===== src/rtl/inst_trace_buffer.sv =====
// Instruction-trace recorder: captures retired {pc, inst} into a circular buffer,
// freezes a programmable number of entries after a trigger, then drains oldest-first.
module inst_trace_buffer #(
  parameter int unsigned DEPTH      = 16,
  parameter int unsigned PC_WIDTH   = 32,
  parameter int unsigned INST_WIDTH = 32,
  parameter int unsigned POST_TRIG  = 2
) (
  input  logic                      clk,
  input  logic                      rst_n,
  input  logic                      arm,
  input  logic                      ret_valid,
  input  logic [PC_WIDTH-1:0]       ret_pc,
  input  logic [INST_WIDTH-1:0]     ret_inst,
  input  logic [1:0]                trig_mode,
  input  logic [PC_WIDTH-1:0]       trig_pc,
  input  logic [6:0]                trig_opcode,
  input  logic                      force_trig,
  output logic [1:0]                state,
  output logic [$clog2(DEPTH):0]    fill,
  output logic [31:0]               ret_cnt,
  output logic                      out_valid,
  input  logic                      out_ready,
  output logic [PC_WIDTH-1:0]       out_pc,
  output logic [INST_WIDTH-1:0]     out_inst,
  output logic                      out_last
);

  localparam int unsigned PTR_W  = $clog2(DEPTH);
  localparam int unsigned FILL_W = PTR_W + 1;

  typedef enum logic [1:0] {
    S_IDLE   = 2'd0,
    S_ARMED  = 2'd1,
    S_POST   = 2'd2,
    S_FROZEN = 2'd3
  } state_t;

  typedef struct packed {
    logic [PC_WIDTH-1:0]   pc;
    logic [INST_WIDTH-1:0] inst;
  } entry_t;

  state_t             state_q, state_d;
  entry_t             mem [DEPTH];
  logic [PTR_W-1:0]   wr_ptr;
  logic [PTR_W-1:0]   rd_ptr;
  logic [PTR_W-1:0]   start_ptr;
  logic [PTR_W-1:0]   post_cnt;

  logic               pc_hit;
  logic               op_hit;
  logic               trig_hit;
  logic               xfer;
  logic               wr_en;
  logic               cnt_en;
  logic               post_load;
  logic               post_dec;
  logic               drain_start;
  logic               drain_adv;

  assign state     = state_q;
  assign pc_hit    = trig_mode[0] & ret_valid & (ret_pc == trig_pc);
  assign op_hit    = trig_mode[1] & ret_valid & (ret_inst[6:0] == trig_opcode);
  assign trig_hit  = pc_hit | op_hit | force_trig;
  assign xfer      = out_valid & out_ready;
  // Oldest entry of the window; a full buffer wraps back to wr_ptr
  assign start_ptr = wr_ptr - PTR_W'(fill);

  // State register
  always_ff @(posedge clk or negedge rst_n) begin
    if (!rst_n) begin
      state_q <= S_IDLE;
    end else begin
      state_q <= state_d;
    end
  end

  // Next-state and control decode; arm overrides everything
  always_comb begin
    state_d     = state_q;
    wr_en       = 1'b0;
    cnt_en      = 1'b0;
    post_load   = 1'b0;
    post_dec    = 1'b0;
    drain_start = 1'b0;
    drain_adv   = 1'b0;
    if (arm) begin
      state_d = S_ARMED;
    end else begin
      case (state_q)
        S_IDLE: begin
          state_d = S_IDLE;
        end
        S_ARMED: begin
          wr_en  = ret_valid;
          cnt_en = ret_valid;
          if (trig_hit) begin
            post_load = 1'b1;
            state_d   = (POST_TRIG == 0) ? S_FROZEN : S_POST;
          end
        end
        S_POST: begin
          wr_en  = ret_valid;
          cnt_en = ret_valid;
          if (ret_valid) begin
            post_dec = 1'b1;
            if (post_cnt == PTR_W'(1)) begin
              state_d = S_FROZEN;
            end
          end
        end
        S_FROZEN: begin
          if (!out_valid) begin
            if (fill == FILL_W'(0)) begin
              state_d = S_IDLE;
            end else begin
              drain_start = 1'b1;
            end
          end else if (xfer) begin
            drain_adv = 1'b1;
            if (out_last) begin
              state_d = S_IDLE;
            end
          end
        end
        default: begin
          state_d = S_IDLE;
        end
      endcase
    end
  end

  // Trace storage; contents need no reset since fill qualifies them
  always_ff @(posedge clk) begin
    if (wr_en) begin
      mem[wr_ptr] <= '{pc: ret_pc, inst: ret_inst};
    end
  end

  // Pointers, counters and the registered drain stage
  always_ff @(posedge clk or negedge rst_n) begin
    if (!rst_n) begin
      wr_ptr    <= '0;
      rd_ptr    <= '0;
      fill      <= '0;
      post_cnt  <= '0;
      ret_cnt   <= '0;
      out_valid <= 1'b0;
      out_pc    <= '0;
      out_inst  <= '0;
      out_last  <= 1'b0;
    end else if (arm) begin
      wr_ptr    <= '0;
      rd_ptr    <= '0;
      fill      <= '0;
      post_cnt  <= '0;
      ret_cnt   <= '0;
      out_valid <= 1'b0;
      out_last  <= 1'b0;
    end else begin
      if (wr_en) begin
        wr_ptr <= wr_ptr + PTR_W'(1);
        if (fill != FILL_W'(DEPTH)) begin
          fill <= fill + FILL_W'(1);
        end
      end

      if (cnt_en && (ret_cnt != 32'hFFFF_FFFF)) begin
        ret_cnt <= ret_cnt + 32'd1;
      end

      if (post_load) begin
        post_cnt <= PTR_W'(POST_TRIG);
      end else if (post_dec) begin
        post_cnt <= post_cnt - PTR_W'(1);
      end

      if (drain_start) begin
        out_valid <= 1'b1;
        out_pc    <= mem[start_ptr].pc;
        out_inst  <= mem[start_ptr].inst;
        out_last  <= (fill == FILL_W'(1));
        rd_ptr    <= start_ptr + PTR_W'(1);
      end else if (drain_adv) begin
        fill <= fill - FILL_W'(1);
        if (out_last) begin
          out_valid <= 1'b0;
          out_last  <= 1'b0;
        end else begin
          // Back-to-back reload keeps the stream bubble-free
          out_pc   <= mem[rd_ptr].pc;
          out_inst <= mem[rd_ptr].inst;
          out_last <= (fill == FILL_W'(2));
          rd_ptr   <= rd_ptr + PTR_W'(1);
        end
      end
    end
  end

endmodule


===== config.mk =====
export PLATFORM = sky130hd
export DESIGN_NAME = inst_trace_buffer
export DESIGN_NICKNAME = d
export VERILOG_FILES = /design/src/rtl/inst_trace_buffer.sv
export SDC_FILE = /design/constraint.sdc
export NUM_CORES = 1
export LEC_CHECK = 0
export CORE_MARGIN = 10
export CORE_UTILIZATION = 50
export CTS_CLUSTER_DIAMETER = 30
export DETAILED_ROUTE_END_ITERATION = 10
export GPL_TIMING_DRIVEN = 0
export MAX_ROUTING_LAYER = met4
export PLACE_DENSITY = 0.67
export SLEW_MARGIN = 10
export SYNTH_ARGS = -nofsm -noshare
export SYNTH_HDL_FRONTEND = slang
export SYNTH_SLANG_ARGS = --single-unit
export TNS_END_PERCENT = 30

===== constraint.sdc =====
create_clock -name clk -period 3.9 [get_ports clk]
set_clock_uncertainty 0.05 [all_clocks]
set_input_delay 0.585 -clock clk [delete_from_list [all_inputs] [get_ports clk]]
set_output_delay 0.585 -clock clk [all_outputs]
set_load 0.1 [all_outputs]

**Word-level counts from Yosys, hierarchy flattened**

Memory sizes are Yosys's and may differ from the RTL's.
Index checks and enable logic that the tools add are counted.

- Add/subtract/negate cells: 8
- $mul: 0
- Divide/modulo/power cells: 0
- Magnitude comparators: 0
- Equality and inequality tests: 18
- Shift operators: 0
- Muxes and demuxes: 57
- Bitwise gates (word level): 8
- Reduce and logical (&&, ||, !) cells: 14

Operators by type and width:

| cell | count |
|---|---|
| two-way mux 32 bit | 8 |
| two-way mux 4 bit | 9 |
| adder 32 x 1 -> 32 bit, second input constant | 1 |
| == test 32 bit | 1 |
| != test 32 bit, second input constant | 1 |
| two-way mux 1 bit | 26 |
| two-way mux 5 bit | 5 |
| two-way mux 2 bit | 8 |
| adder 4 x 1 -> 4 bit, second input constant | 3 |
| != test 4 bit, second input constant | 3 |
| != test 3 bit, second input constant | 3 |
| nonzero test 3 bit | 3 |
| one-hot mux 2 bit (4 select lines) | 1 |
| == test 7 bit | 1 |
| AND reduction 6 bit | 1 |
| nonzero test 2 bit | 3 |
| adder 5 x 1 -> 5 bit, second input constant | 1 |
| bitwise AND 1 bit | 5 |
| == test 5 x 1 -> 1 bit, second input constant | 1 |
| == test 5 x 2 -> 1 bit, second input constant | 1 |
| logical NOT 5 bit | 1 |
| != test 5 bit, second input constant | 1 |
| subtractor 5 x 1 -> 5 bit, second input constant | 1 |
| == test 2 bit, second input constant | 2 |
| other kinds (13) | 15 |

- Flip-flop bits (word level): 117
- Latch bits: 0
- RAM bits: 1024
- ROM bits: 0
- Input port bits: 111
- Output and inout bits: 105
- Logic and storage cells: 116
- Memories kept: 1

Memories:

| memory | words | width | read ports | clocked after Yosys merged registers in | write ports | RTL line | source |
|---|---|---|---|---|---|---|---|
| mem | 16 | 64 | 2 | 0 | 1 | 45 | `entry_t mem [DEPTH];` |

**Depth between registers and ports, before layout**

- Depth after elaboration: 9
- Gate-level depth with buffers: 14
- Mapped depth without buffers: 12

**Worst setup path before layout**

No wires, ideal clock.

- Path kind: reg2reg
- From: reg state_q[0] (netlist: state[0])
- To: mem mem[0][0] (netlist bit), enable pin
- Data arrival time: 3.596 ns
- Required time: 3.421 ns
- Slack: -0.175 ns
- Stages on the path, launching flop included: 8
- Path through: dfrtp_1 > inv_1 > ha_1 > nor2b_1 > buf_2 > nand2b_1 > nor3_1 > and2_1

- Cells in the longest elaborated chain, start to end: 6
- Elaborated cells on any way between the ends: 7
- Classes of those cells: 2 x eq/ne; 4 x mux; 1 x reduce/logical

RTL lines:

| what | RTL line | source |
|---|---|---|
| start, declared | 44 | `state_t state_q, state_d;` |
| start signal, assigned | 75 | `state_q <= state_d;` |
| == test 2 bit or == test 2 x 1 -> 1 bit (tied branches) | 91 | `case (state_q)` |
| OR reduction 2 bit (no source line) (*) | - |  |
| two-way mux 1 bit (*) | 91 |  |
| two-way mux 1 bit (*) | 88 | `if (arm) begin` |
| two-way mux 1 bit (*) | 136 | `if (wr_en) begin` |
| two-way mux 1 bit (implied by the code) (*) | 137 | `mem[wr_ptr] <= '{pc: ret_pc, inst: ret_inst};` |
| end, declared | 45 |  |

Every way passes the cells marked *; elsewhere a longest branch is shown, timed or not.

**Final worst setup path**

- From: reg wr_ptr[0]
- To: reg out_pc[22]

- Cells in the longest elaborated chain, start to end: 3

RTL lines:

| what | RTL line | source |
|---|---|---|
| start, declared | 46 | `logic [PTR_W-1:0] wr_ptr;` |
| start signal, assigned | 163 | `wr_ptr <= wr_ptr + PTR_W'(1);` |
| subtractor 4 bit | 68 | `assign start_ptr = wr_ptr - PTR_W'(fill);` |
| memory (16 x 64 bit) | - |  |
| two-way mux 32 bit | 179 | `if (drain_start) begin` |
| end signal, assigned | 181 | `out_pc <= mem[start_ptr].pc;` |
| end signal, assigned | 192 | `out_pc <= mem[rd_ptr].pc;` |
| end, declared | 24 | `output logic [PC_WIDTH-1:0] out_pc,` |

Every way passes these cells.
A chain may end at the register's enable or synchronous reset.

==> flow_results.org <==
** Outcome
- Status :: finished with violations
- Violated checks :: negative setup slack

** Power
- Dividing total power by cell area gives a power density of 842.5 nW/um^2.
- P_leak :: 21.77 nW
- The worst-case IR drop observed on VDD is 749.3 uV.
- Total power :: 0.05489 W

** Floorplanning
- The initial utilization of the core area, before any placement, comes to 50.60%.
- DIE AREA :: 118,700 sq um
- The initialized floorplan defines 118 standard-cell rows.
- Std-Cell Core Area :: 104,100 sq um
- Number of ports placed on the die boundary :: 216
- In this run the horizontal extent of the chip is 344.6 microns.
- In this run the vertical extent of the chip is 344.6 microns.

** Critical path
- For this design, the slowest cell found on the critical path is buf_1.
- Startpoint-to-endpoint class of the critical path :: reg2reg
- Measured in cells, the most critical reg-to-reg path has a length of 11.
- The largest single stage delay on the critical path is 800 ps.
- The critical path goes through inv_1 > ha_1 > fa_1 > buf_2 > clkbuf_2 > buf_1 > mux4_2 > nand2_1 > nand2_1 > o21ai_0 > o21ai_1.
- Counting stages on the worst path, the most repeated cell is nand2_1.
- Counting both buffers and inverters, the worst setup path holds a total of 4.
- Data arrival time of the critical path :: 4500 ps
- The worst setup path is launched from a register.
- The endpoint identified for the worst register-to-register timing path is out_pc[22].
- Broken down by cell family, the worst path's largest delay share belongs to buffers and inverters.
- The worst register-to-register path begins at wr_ptr[0].
- Crit. End Element :: register
- Along the worst path, the maximum fanout reaches 10.
- Register-to-register setup slack :: -30 ps
- Required time reported for the critical path endpoint :: 4470 ps

** Finish
- Share of cells above drive strength 1 :: 31.87%
- Area delta synth->final :: 23.71%
- Final #Nets :: 3,438

** Drt
- The routed design has 162,800 microns of wire.
- Vias per Instance :: 6.687
- Post-detailed-route wirelength per cell :: 33.29 microns
- Vias after detailed routing :: 32,698
- The first detailed-routing pass took 6 iterations.
- In this run the remaining antenna-violating nets after routing total 0.
- After the first detailed-routing iteration, the DRC count stood at 4,259.
- In the routed design, unresolved DRC markers number 0.

** Synth
- Share of async-settable or async-resettable flops after synthesis :: 10.25%
- Flops & latches, synth :: 1,141
- Ranking of synthesized cells by instance count :: edfxtp_1, mux4_2, nand2_1, dfrtp_1, clkbuf_1
- Number of enable flip-flop cells after synthesis :: 1,024
- Synth Instances :: 2,841
- Part of the Yosys area used for sequential elements :: 63.94%
- Top FF cell, synth :: edfxtp_1
- The synthesized design spends more area on one cell type than any other, namely edfxtp_1.
- Mean cell area of the mapped netlist :: 18.54 sq um
- Most common cell in the netlist :: edfxtp_1
- Sorting the synthesized cells by area gives the leading types as edfxtp_1, mux4_2, dfrtp_1, nand2_1, a22oi_1.
- The Yosys step of the flow raised 0 warnings.
- Post-synthesis cell type count :: 52
- Synthesis produced a netlist with a net count of 2,972.
- Area share of the largest cell type after synthesis :: 58.39%
- The synthesized netlist occupies a cell area of 52,670 sq um.

** Timing
- Final Hold Violating Endpoints :: 0
- Final slew viol count :: 0
- Counting I/O delays and the setup requirement, the final critical path takes 3926 ps.
- Hold is met by 289.7 ps.
- The worst path uses 100.7% of the clock period.
- Across all setup checks in the final design, the least slack found is -25.94 ps.
- Static timing analysis puts the maximum clock frequency at 254.7 MHz.
- Max transition margin :: 17.50%
- Setup repair after global routing missed its margin :: yes
- Setup violations remaining at the end of the flow were counted as 3.
- Worst Tran Pin Value :: 1237 ps

** Global routing
- Largest net degree at the start of global routing :: 67
- Wire length of the first global-routing pass :: 235,800 microns
- Overflow left after global routing :: 0
- Number of antenna violations at the first check in global routing :: 7
- The via count of the first global-routing pass came to 34,046.
- Global routing used 28.34% of the available tracks across all layers.

** Placement
- Final RePlAce weighted congestion :: 0.8506
- Once detailed placement completed, the half-perimeter wirelength came to 106,400 microns.
- Input and output buffers added on the ports amount to 215.

** Clocking
- Setup bufs post-CTS :: 0
- Worst skew pair latency :: 800 ps
- Clock-pin slew was measured on the worst setup and hold paths at 50 ps.
- CTS Buffer Depth :: 3
- Counting the buffers created by CTS gives 223.
- In this run the number of H-tree levels came out at 4.
- TritonCTS built the clock tree.
- Clk Tree Root Cell :: clkbuf_16
- For this design, the sink count on the clock tree is 1,141.

** Flow run
- Max Cap Violations :: 0

** Hold path
- The worst hold path belongs to the class in2async.
-- power by group --
group / switching [W] / internal [W] / total (W)
Sequential: 0.000556 / 0.0140 / 0.0145
Clock: 0.00661 / 0.0131 / 0.0197
Combinational: 0.0126 / 0.00807 / 0.0207
-- layer usage --
layer / wire [microns] / vias to the layer above / GRT usage [%]
li1: - / 12853 / -
met1: 58450 / 17073 / 35.41
met2: 77590 / 2395 / 43.62
met3: 20370 / 377 / 8.721
met4: 6375 / 0 / 10.46
met5: 0 / - / -
-- cells in the final DEF (no fill, tap or decap), types with 60 or more instances in the layout --
cell type and instances:
nand2_1 319, edfxtp_1 1024, mux4_2 572, clkbuf_16 228
clkdlybuf4s50_1 214, clkbuf_1 95, dfrtp_1 117, nor2_1 60
o21ai_0 68, nand3_1 79
-- layout make-up --
cell class	instances	area, sq um
sequential	1141	33680
clock inverter	170	1994
clock buffer	253	5889
timing repair buffer	241	2743
inverter	14	52.55
buffer	199	987.2
antenna	5	12.51
tap	1380	1727
fill	7209	38930
multi-input combinational	1487	18070
-- repair_timing --
action,in CTS,in global routing
endpoints found under the setup margin,65,63
gates resized for setup,17,21
endpoints found under the hold margin,65,0
hold buffers,1,0
cloned,0,0
-- worst max-delay path by stage --
stage,startpoint,endpoint,slack [ps],cells past startpoint
6_report,wr_ptr[0],out_pc[22],-30,11
5_1_grt,wr_ptr[0],out_pc[28],-160,11
4_1_cts,wr_ptr[0],out_inst[29],20,10
3_5_place_dp,ret_pc[20],state[0],-1140,8
3_3_place_gp,rst_n,out_pc[20],-3910,1
2_1_floorplan,state[0],mem[10][0],-170,7
-- registers in the layout, indices dropped and copies added, names as in the netlist, 2 cells and up --
signal,count
mem,1024
out_inst,32
out_pc,32
ret_cnt,32
fill,5
post_cnt,4
rd_ptr,4
wr_ptr,4
state,2
-- metrics by stage --
step | instances | area, sq um | setup WS (ps) | util (%) | TNS [ps]
5_1_grt | 4888 | 65150 | -163.3 | 62.59 | -1465
3_5_place_dp | 4461 | 57180 | -1140 | 54.93 | -29840
2_1_floorplan | 2841 | 52670 | -169.1 | - | -115250
6_report | 4890 | 65150 | -25.94 | 62.59 | -47.20
3_3_place_gp | 4436 | 56550 | -3906 | 54.33 | -2392560
4_1_cts | 4885 | 65110 | 24.90 | 62.55 | 0
-- logic make-up after synthesis --
kind of cell / synth area share [%]
buf+inv: 1.893
mux: 25.16
simple gates: 4.602
fa+ha+maj: 0.4894
xor+xnor: 1.380
flops: 63.94
compound gates: 2.535
Note: power is estimated with default switching activity, not from simulation.
